[config.mk]
export PLATFORM = sky130hd
export DESIGN_NAME = drag_tree_ctrl
export DESIGN_NICKNAME = d
export VERILOG_FILES = /design/src/rtl/drag_tree_ctrl.sv
export SDC_FILE = /design/constraint.sdc
export NUM_CORES = 1
export LEC_CHECK = 0
export CAP_MARGIN = 15
export CORE_MARGIN = 3
export CORE_UTILIZATION = 30
export CTS_BUF_LIST = sky130_fd_sc_hd__clkbuf_8
export CTS_CLUSTER_DIAMETER = 200
export DETAILED_ROUTE_END_ITERATION = 12
export PLACE_DENSITY_LB_ADDON = 0.25
export SETUP_SLACK_MARGIN = 0.3
export SLEW_MARGIN = 20
export SYNTH_ARGS = -nofsm -noshare
export SYNTH_HDL_FRONTEND = slang
export SYNTH_SLANG_ARGS = --single-unit
[constraint.sdc]
create_clock -name CLOCK_50 -period 2.9 [get_ports CLOCK_50]
set_input_delay 0.58 -clock CLOCK_50 [delete_from_list [all_inputs] [get_ports CLOCK_50]]
set_output_delay 0.58 -clock CLOCK_50 [all_outputs]
set_load 0.1 [all_outputs]
[src/rtl/drag_tree_ctrl.sv]
// drag_tree_ctrl: multi-lane drag-race start tree.
// One shared sequencer (IDLE -> STAGED -> AMBER -> GREEN -> DONE) drives every
// lane. Red (foul) and finish tracking are kept per lane. Lamp outputs and
// running are registered, so they follow the sequencer state by one clock.
// PSL/SL mirror the beams combinationally.
// Build option: define REACTION_TIMER_EN to add per-lane reaction-time
// counters on rt. Without it, rt is tied to 0 and the port list is unchanged.
module drag_tree_ctrl #(
    parameter int LANES          = 2,
    parameter int AMBERS         = 3,
    parameter int TICKS_PER_STEP = 25_000_000,
    parameter int CNT_W          = 25,
    parameter int RT_W           = 24
) (
    input  logic                    CLOCK_50,
    input  logic                    Reset,
    input  logic                    pro_mode,
    input  logic [LANES-1:0]        PSB,
    input  logic [LANES-1:0]        SB,
    output logic [LANES-1:0]        PSL,
    output logic [LANES-1:0]        SL,
    output logic [LANES*AMBERS-1:0] AMB,
    output logic [LANES-1:0]        G,
    output logic [LANES-1:0]        R,
    output logic                    running,
    output logic [LANES*RT_W-1:0]   rt
);
    localparam int               IDX_W    = (AMBERS > 1) ? $clog2(AMBERS) : 1;
    localparam logic [CNT_W-1:0] TERM_CNT = CNT_W'(TICKS_PER_STEP - 1);
    localparam logic [IDX_W-1:0] LAST_IDX = IDX_W'(AMBERS - 1);

    typedef enum logic [2:0] {
        IDLE   = 3'd0,
        STAGED = 3'd1,
        AMBER  = 3'd2,
        GREEN  = 3'd3,
        DONE   = 3'd4
    } state_t;

    genvar gi;
    genvar gj;

    // Sequencer state
    state_t                  state_reg;
    logic [CNT_W-1:0]        cnt_reg;
    logic [IDX_W-1:0]        idx_reg;
    logic                    mode_reg;
    logic [LANES-1:0]        fin_reg;

    // Registered lamp drivers
    logic [LANES-1:0]        r_reg;
    logic [LANES-1:0]        g_reg;
    logic [LANES*AMBERS-1:0] amb_reg;
    logic                    running_reg;

    // Combinational helpers
    logic                    all_staged;
    logic                    step_end;
    logic                    last_step;
    logic [LANES-1:0]        fouled_next;
    logic [LANES-1:0]        fin_next;
    logic [LANES-1:0]        g_next;
    logic                    running_next;
    logic [LANES*AMBERS-1:0] amb_next;

    assign PSL     = PSB;
    assign SL      = SB;
    assign AMB     = amb_reg;
    assign G       = g_reg;
    assign R       = r_reg;
    assign running = running_reg;

    // Shared step timing plus per-lane foul and finish conditions for this cycle.
    always_comb begin
        all_staged   = &SB;
        step_end     = (cnt_reg == TERM_CNT);
        // Pro tree has a single amber step; sportsman walks every amber.
        last_step    = mode_reg || (idx_reg == LAST_IDX);
        // Any beam drop while ambers are showing is a foul, terminal cycle included.
        fouled_next  = (state_reg == AMBER) ? (r_reg | ~SB) : r_reg;
        // In GREEN a lane is finished once its beam drops; fouled lanes count as finished.
        fin_next     = fin_reg | ~SB | r_reg;
        g_next       = ((state_reg == GREEN) || (state_reg == DONE)) ? ~fouled_next : '0;
        running_next = (state_reg == STAGED) || (state_reg == AMBER) || (state_reg == GREEN);
    end

    // Amber pattern: one lamp per step (sportsman) or all lamps (pro), dark on fouled lanes.
    generate
        for (gi = 0; gi < LANES; gi++) begin : g_lane
            for (gj = 0; gj < AMBERS; gj++) begin : g_amber
                assign amb_next[gi*AMBERS+gj] = (state_reg == AMBER) && !fouled_next[gi]
                                             && (mode_reg || (idx_reg == IDX_W'(gj)));
            end
        end
    endgenerate

    // Tree sequencer with registered lamp drivers; Reset low clears everything.
    always_ff @(posedge CLOCK_50) begin
        if (!Reset) begin
            state_reg   <= IDLE;
            cnt_reg     <= '0;
            idx_reg     <= '0;
            mode_reg    <= 1'b0;
            fin_reg     <= '0;
            r_reg       <= '0;
            g_reg       <= '0;
            amb_reg     <= '0;
            running_reg <= 1'b0;
        end else begin
            g_reg       <= g_next;
            amb_reg     <= amb_next;
            running_reg <= running_next;
            r_reg       <= fouled_next;
            case (state_reg)
                IDLE: begin
                    if (all_staged) begin
                        mode_reg  <= pro_mode;
                        cnt_reg   <= '0;
                        state_reg <= STAGED;
                    end
                end
                STAGED: begin
                    if (!all_staged) begin
                        state_reg <= IDLE;
                    end else if (step_end) begin
                        state_reg <= AMBER;
                        idx_reg   <= '0;
                        cnt_reg   <= '0;
                    end else begin
                        cnt_reg <= cnt_reg + CNT_W'(1);
                    end
                end
                AMBER: begin
                    if (&fouled_next) begin
                        state_reg <= DONE;
                    end else if (step_end) begin
                        cnt_reg <= '0;
                        if (last_step) begin
                            state_reg <= GREEN;
                            fin_reg   <= fouled_next;
                        end else begin
                            idx_reg <= idx_reg + IDX_W'(1);
                        end
                    end else begin
                        cnt_reg <= cnt_reg + CNT_W'(1);
                    end
                end
                GREEN: begin
                    fin_reg <= fin_next;
                    if (&fin_next) begin
                        state_reg <= DONE;
                    end
                end
                DONE: begin
                    // Held until Reset.
                end
                default: state_reg <= IDLE;
            endcase
        end
    end

`ifdef REACTION_TIMER_EN
    generate
        for (gi = 0; gi < LANES; gi++) begin : g_rt
            logic [RT_W-1:0] rt_reg;

            // Reaction time: counts GREEN clocks until the beam drops, saturating; fouls read all-ones.
            always_ff @(posedge CLOCK_50) begin
                if (!Reset) begin
                    rt_reg <= '0;
                end else if (fouled_next[gi]) begin
                    rt_reg <= '1;
                end else if (state_reg == GREEN) begin
                    if (!fin_reg[gi] && SB[gi] && (rt_reg != '1)) begin
                        rt_reg <= rt_reg + RT_W'(1);
                    end
                end else if (state_reg != DONE) begin
                    rt_reg <= '0;
                end
            end

            assign rt[gi*RT_W +: RT_W] = rt_reg;
        end
    endgenerate
`else
    assign rt = '0;
`endif

endmodule

# Word level (Yosys, flattened, before mapping)
# Cells that the tools add are included.
totals:
  reg_bits: 44
  output_inout_bits: 63
  wordCells: 89
classes:
  n_addsub: 2
  n_eq_ne: 18
  muxes: 24
  bitwise_logic: 6
  reduce_logical: 30
op_table:
  columns: ["op", "n"]
  rows:
  - ["$mux W25", 4]
  - ["$pmux W25 S3", 1]
  - ["$add A25 B1 Y25 const B", 1]
  - ["$eq A25 B25 Y1 const B", 1]
  - ["$mux W3", 7]
  - ["$mux W2", 9]
  - ["$pmux W3 S5", 1]
  - ["$ne A2 B2 Y1 const B", 7]
  - ["$reduce_and A6 Y1", 2]
  - ["$logic_and A1 B1 Y1", 8]
  - ["$pmux W2 S2", 2]
  - ["$reduce_and A2 Y1", 4]
  - ["$reduce_and A4 Y1", 2]
  - ["$eq A3 B2 Y1 const B", 2]
  - ["$logic_or A1 B1 Y1", 6]
  - ["$ne A3 B2 Y1 const B", 2]
  - ["$or A2 B2 Y2", 3]
  - ["$not A2 Y2", 2]
  - ["$reduce_bool A2 Y1", 2]
  - ["$eq A3 B1 Y1 const B", 1]
  - ["$eq A3 B3 Y1 const B", 1]
  - ["$logic_not A3 Y1", 1]
  - ["$ne A3 B3 Y1 const B", 1]
  - ["$reduce_and A3 Y1", 1]
  - ["other kinds (8)", 9]

# Longest topological paths before layout
# Gate-level depths: netlist of run 1.
logic_depth:
  word_depth: 7
  depth_mapped: 8

# Worst setup path after synthesis of run 1
# Ideal clock, no wire load.
synth_path:
  kind: "register to register"
  start: "register cnt_reg[0]"
  end: "register fin_reg[0]"
  setup_time_ns: 0.120
  t_arrival_ns: 1.966
  required_time_ns: 2.780
  slack_ns: 0.814
  stages_incl_launch_ff: 8
  period_less_slack_ns: 2.086
  cell_sequence: "dfxtp_1 -> ha_1 -> nand2_1 -> or4_4 -> or2_1 -> buf_6 -> o21a_1 -> o31a_1"
synth_between:
  elab_chain_cells: 3
synth_rtl:
  columns: ["item", "line_no", "text"]
  rows:
  - ["start, declared", "45", "logic [CNT_W-1:0] cnt_reg;"]
  - ["start signal, assigned", "130", "cnt_reg <= cnt_reg + CNT_W'(1);"]
  - ["start signal, assigned", "145", "cnt_reg <= cnt_reg + CNT_W'(1);"]
  - ["$eq A25 B25 Y1", "76", "step_end = (cnt_reg == TERM_CNT);"]
  - ["$ne A2 B2 Y1 (no line)", null, null]
  - ["$reduce_and A4 Y1 (no line)", null, null]
  - ["end signal, assigned", "140", "fin_reg <= fouled_next;"]
  - ["end signal, assigned", "149", "fin_reg <= fin_next;"]
  - ["end, declared", "48", "logic [LANES-1:0] fin_reg;"]
# No other way between the ends.
# A chain may end at the register's enable or synchronous reset.

# Worst setup path after layout of run 1
layout_path:
  start: "register cnt_reg[0]"
  end: "register cnt_reg[14]"
layout_between:
  elab_chain_cells: 4
  elab_cells_between_ends: 6
layout_rtl:
  columns: ["item", "line_no", "text"]
  rows:
  - ["$add A25 B1 Y25 or $eq A25 B25 Y1 (tied branches)", "130, 145, 76", null]
  - ["$mux W25 *", "125, 136", null]
  - ["$mux W25 (on tied branches)", "134, 123", null]
  - ["$pmux W25 S3 *", "114", "case (state_reg)"]
# Every way passes the cells marked *; elsewhere a longest branch is shown, timed or not. The select of a mux whose other input is x is not followed.

==> flow_summary_export.csv, run 1 <==
group,metric,value,unit
outcome,run_status,"finished, final reports clean",
detailed_routing,remaining_drc_errors,0,
placed_design,dp.cells,409,
grt,grt_max_degree,26,
power_and_ir_drop,p_leak,0.00107,µW
sta,fin_ws,0.564,ns
detailed_routing,dr.pass1.iters,4,
min_path,worstHoldPathType,"reg2reg",
clock_tree,insertion_delay,0.30,ns
sta,fin_crit_sh,80.6,%
critical_path,end_kind,"flop",
critical_path,required,3.09,ns
critical_path,critPathLaunchType,"flop",
critical_path,path_class,"reg2reg",
clock_tree,clk_pin_slew,0.09,ns
job,max-cap-violations,0,
layout,multiInputGateArea,1370,µm²
detailed_routing,wl_per_cell,12.3,µm
critical_path,worstPathMaxFanout,25,
logic_synthesis,ys_types,44,
grt,grt.total_usage,10.4,%
critical_path,slowest_delay,0.53,ns
clock_tree,cts_setup_buffers,0,
critical_path,arrival,2.52,ns
layout,nFillCells,857,
floorplan,dieArea,9640,µm²
placed_design,numPortBuffers,17,
clock_tree,htreeDepth,2,
clock_tree,ctsResizeCount,0,
detailed_routing,wirelength,5.12,mm
layout,final_cells,416,
clock_tree,cts_buffers,5,
logic_synthesis,syn_inst,300,
floorplan,coreArea,7970,µm²
power_and_ir_drop,powerDensity,652,nW/µm²
grt,grt_pass1_vias,1753,
placed_design,gp_congestion,0.871,
layout,areaGrowthSynthToFinish,7.56,%
logic_synthesis,synth_largest_area_cell,"dfxtp_1",
layout,fin_util,34.4,%
logic_synthesis,synth-main-ff-cell,"dfxtp_1",
critical_path,crit_path_top_delay_cell,"or4_4",
layout,seq_area,881,µm²
sta,rsz0062_at_grt,"no",
layout,drive_gt1_share,10.5,%
layout,fin_nets,325,
logic_synthesis,synth-warning-count,0,
logic_synthesis,yosysTopAreaCellShare,34.6,%
sta,relSlewSlack,61.1,%
detailed_routing,vias,1898,
critical_path,ff2ff_path_depth,7,
layout,largest_register_ffs,25,
min_path,holdPathStages,2,
floorplan,rows,32,
sta,setup_viol,0,
floorplan,die-height,98.2,µm
floorplan,initial_core_util,32.0,%
sta,period_needed,2.34,ns
clock_tree,clock_path_buffers,2,
logic_synthesis,synth_seq_area_share,34.6,%
sta,skew,0.0131,ns
grt,antenna_found_initial,0,
sta,finalSetupTns,0,ns
logic_synthesis,synth.area.top_cells,"dfxtp_1, buf_4, nor2_1",
logic_synthesis,synthArstFlopShare,0,%
sta,slew_viol_final,0,
clock_tree,cts-root-buf,"clkbuf_8",
grt,grt_pass1_wl,8.36,mm
clock_tree,cts_tree,"yes",
detailed_routing,routed_via_density,4.56,
power_and_ir_drop,max-vdd-ir-drop,0.000190,V
detailed_routing,first_iter_violations,81,
placed_design,place_ws,0.280,ns
floorplan,ios,70,
critical_path,path_cells,"ha_1 > nand2_1 > or4_4 > or2_1 > a22oi_4 > buf_12 > o21ai_0",
sta,tightest_slew,0.578,ns
grt,overflow,0,
layout,diodes,0,
placed_design,hpwlAfterDp,3.77,mm
clock_tree,cts-hold-fix-buffers,0,
floorplan,die_w,98.2,µm
clock_tree,clock-sinks,44,
sta,max_freq,428,MHz
logic_synthesis,synth_edf_count,0,
logic_synthesis,synth_seq_cells,44,
detailed_routing,antenna_left,0,
logic_synthesis,syn_area,2550,µm²
sta,hold_violations,0,
logic_synthesis,synth.avg_cell_area,8.50,µm²
final timing paths:
path                            startpoint          end  slack (ns)
worst min register to register  idx_reg[1]   idx_reg[1]        0.50
worst min-delay path            idx_reg[1]   idx_reg[1]        0.50
worst max register to register  cnt_reg[0]  cnt_reg[14]        0.56
worst max-delay path            cnt_reg[0]  cnt_reg[14]        0.56
logic make-up after synthesis:
| kind of cell | synth area share [%] |
|---|---|
| AOI/OAI and AO/OA | 15.4 |
| buffers and inverters | 18.5 |
| adders and majority gates | 1.96 |
| xor gates and xnor gates | 7.22 |
| DFF | 34.6 |
| other | 0.147 |
| muxes | 0.786 |
| and+or+nand+nor | 21.5 |
routing by layer:
layer | global-route usage, % | share of wire (%)
met1 | 14.5 | 47
met2 | 15.6 | 47
met4 | 3.68 | 1.0
met5 | 0 | 0
met3 | 2.71 | 5.1
cell usage after synthesis, types with 2 or more instances:
master,count
buf_4,52
nand2_1,15
nand3_1,5
nor2_1,48
a21oi_1,5
mux2i_1,2
clkbuf_1,5
xor2_1,19
buf_2,2
nor2b_1,6
and3_1,7
nand2b_1,6
or3_1,3
nor4_1,6
o21a_1,4
inv_1,5
o2111ai_1,10
xnor2_1,2
o211ai_1,8
nor3_1,3
dfxtp_1,44
o21ai_0,11
a21boi_0,2
o31a_1,2
nand4_1,3
buf_6,3
ha_1,4
o221a_2,2
cell usage in the layout, fill, tap and decap left out, types with 5 or more instances in the layout:
| cell type | synthesis | routed |
|---|---|---|
| o2111ai_1 | 10 | 10 |
| xor2_1 | 19 | 19 |
| a21oi_1 | 5 | 5 |
| clkbuf_8 | 0 | 5 |
| o211ai_1 | 8 | 8 |
| nor2_1 | 48 | 48 |
| buf_4 | 52 | 15 |
| nor2b_1 | 6 | 6 |
| and3_1 | 7 | 7 |
| nand3_1 | 5 | 5 |
| nand2_1 | 15 | 15 |
| nand2b_1 | 6 | 6 |
| nor4_1 | 6 | 6 |
| conb_1 | 1 | 48 |
| inv_1 | 5 | 5 |
| o21ai_0 | 11 | 11 |
| dfxtp_1 | 44 | 44 |
critical path, delay by kind of cell (launching register included):
kind,cells,cell delay [ns]
DFF,1,0.40
adders and majority gates,1,0.34
AOI/OAI and AO/OA,2,0.31
buffers and inverters,1,0.19
and+or+nand+nor,3,1.00
stage by stage:
| stage | hold slack, ns | area [µm²] | total power [µW] |
|---|---|---|---|
| after detailed placement | 0.478 | 2610 | 1250 |
| after CTS | 0.504 | 2740 | 1810 |
| final | 0.501 | 2740 | 1790 |
| after global placement | 0.471 | 2610 | 1250 |
| after floorplan | 0.453 | 2730 | 1240 |
| after global routing | 0.518 | 2740 | 1870 |
report_power, final:
part	total (µW)	switching, µW	internal (µW)
Sequential	661	32.8	628
Clock	549	210	339
Combinational	577	481	96.1
cell type report:
type,count,area share (%)
Clock inverter,2,2.19
Timing Repair Buffer,22,7.76
Inverter,5,0.685
Clock buffer,5,2.51
Sequential cell,44,32.1
Multi-Input combinational cell,236,50.1
Tap cell,102,4.66
Power figures use the tool's default switching activity.
==> run 2: changes to the inputs <==
- clock period: 2.9 -> 2.4 ns (I/O delays scaled with it)
==> flow_summary_export.csv, run 2 (synthesized netlist as in run 1, its figures left out) <==
group,metric,value,unit
layout,drive_gt1_share,24.4,%
critical_path,required,2.60,ns
sta,hold_slack,0.503,ns
layout,largest_register_ffs,25,
critical_path,path_class,"reg2reg",
clock_tree,cts_tree,"yes",
sta,rsz0062_at_grt,"yes",
floorplan,dieArea,9640,µm²
placed_design,hpwlAfterDp,3.84,mm
clock_tree,clk_pin_slew,0.09,ns
sta,max_freq,473,MHz
power_and_ir_drop,max-vdd-ir-drop,0.000226,V
grt,grt_max_degree,25,
layout,nFillCells,825,
sta,finalSetupTns,0,ns
sta,slew_viol_final,0,
critical_path,end_kind,"flop",
grt,antenna_found_initial,0,
floorplan,initial_core_util,32.0,%
layout,areaGrowthSynthToFinish,20.3,%
grt,grt_pass1_vias,1736,
clock_tree,insertion_delay,0.30,ns
critical_path,arrival,2.31,ns
min_path,worstHoldPathType,"reg2reg",
grt,grt_pass1_wl,8.47,mm
layout,diodes,0,
detailed_routing,vias,2020,
placed_design,numPortBuffers,17,
clock_tree,clock_path_buffers,2,
power_and_ir_drop,p_leak,0.00120,µW
layout,layout_common_cells,"conb_1, dfxtp_1, nor2_1, buf_4, xor2_1",
detailed_routing,wirelength,5.69,mm
sta,skew,0.00595,ns
critical_path,critPathLaunchType,"flop",
floorplan,die_w,98.2,µm
floorplan,coreArea,7970,µm²
clock_tree,cts_buffers,5,
min_path,holdPathStages,2,
grt,overflow,0,
sta,fin_ws,0.286,ns
clock_tree,cts-hold-fix-buffers,0,
detailed_routing,wl_per_cell,13.0,µm
sta,hold_violations,0,
critical_path,worstPathMaxFanout,6,
detailed_routing,antenna_left,0,
detailed_routing,first_iter_violations,58,
floorplan,ios,70,
layout,layout_commonest_cell,"conb_1",
outcome,run_status,"finished, final reports clean",
power_and_ir_drop,powerDensity,706,nW/µm²
floorplan,rows,32,
job,max-cap-violations,0,
clock_tree,cts-root-buf,"clkbuf_8",
sta,period_needed,2.11,ns
clock_tree,clock-sinks,44,
sta,setup_viol,0,
grt,grt.total_usage,10.6,%
sta,fin_crit_sh,88.1,%
floorplan,die-height,98.2,µm
detailed_routing,remaining_drc_errors,0,
placed_design,place_ws,-0.00223,ns
placed_design,gp_congestion,0.815,
critical_path,ff2ff_path_depth,8,
clock_tree,htreeDepth,2,
detailed_routing,routed_via_density,4.61,
layout,fin_nets,346,
detailed_routing,dr.pass1.iters,4,
-- run 2: per-layer routing --
layer / global-route usage, % / share of wire [%] / vias to the layer above
met2: 16.8 / 47 / 63
met3: 2.64 / 6.0 / 8
li1: - / - / 1013
met5: 0 / 0 / -
met1: 14.4 / 45 / 936
met4: 2.94 / 1.3 / 0
-- run 2: cell type report --
class                           instances  area (µm²)  area share, %
Tap cell                              102         128           4.16
Inverter                                5        18.8          0.612
Timing Repair Buffer                   43         425           13.9
Clock buffer                            6        82.6           2.69
Clock inverter                          2        10.0          0.327
Multi-Input combinational cell        236        1510           49.3
Sequential cell                        44         888           29.0
-- run 2: critical path, stage by stage (launching register included) --
cell,delay (ns)
dfxtp_2,0.37
ha_4,0.16
nand2_4,0.06
or4_4,0.55
or2_4,0.30
a22oi_4,0.21
buf_12,0.15
clkbuf_16,0.16
nor2_2,0.04
-- run 2: power breakdown --
part           switching (µW)  total (µW)  internal, µW  leakage [µW]
Sequential               32.3         793           761      0.000358
Combinational             658         879           221      0.000789
Clock                     260         490           230     0.0000510
-- run 2: worst paths after layout --
kind	end	from	slack, ns
max	cnt_reg[8]	cnt_reg[0]	0.29
min	idx_reg[1]	idx_reg[1]	0.50
max reg2reg	cnt_reg[8]	cnt_reg[0]	0.29
min reg2reg	idx_reg[1]	idx_reg[1]	0.50
-- run 2: timing repair --
item                                    CTS  global route
pin swaps                                 0            14
endpoints found under the setup margin   28            28
cloned                                    0             3
setup buffers                             0             9
gates resized for setup                   4            36
-- run 2: per-stage QoR --
step           utilization [%]  total power, µW  cell area, µm²  std cells
2_1_floorplan                -             1500            2730        347
3_3_place_gp              33.6             1530            2680        418
3_5_place_dp              33.6             1530            2680        418
4_1_cts                   35.1             2040            2800        426
5_1_grt                   38.5             2260            3070        438
6_report                  38.5             2160            3070        438
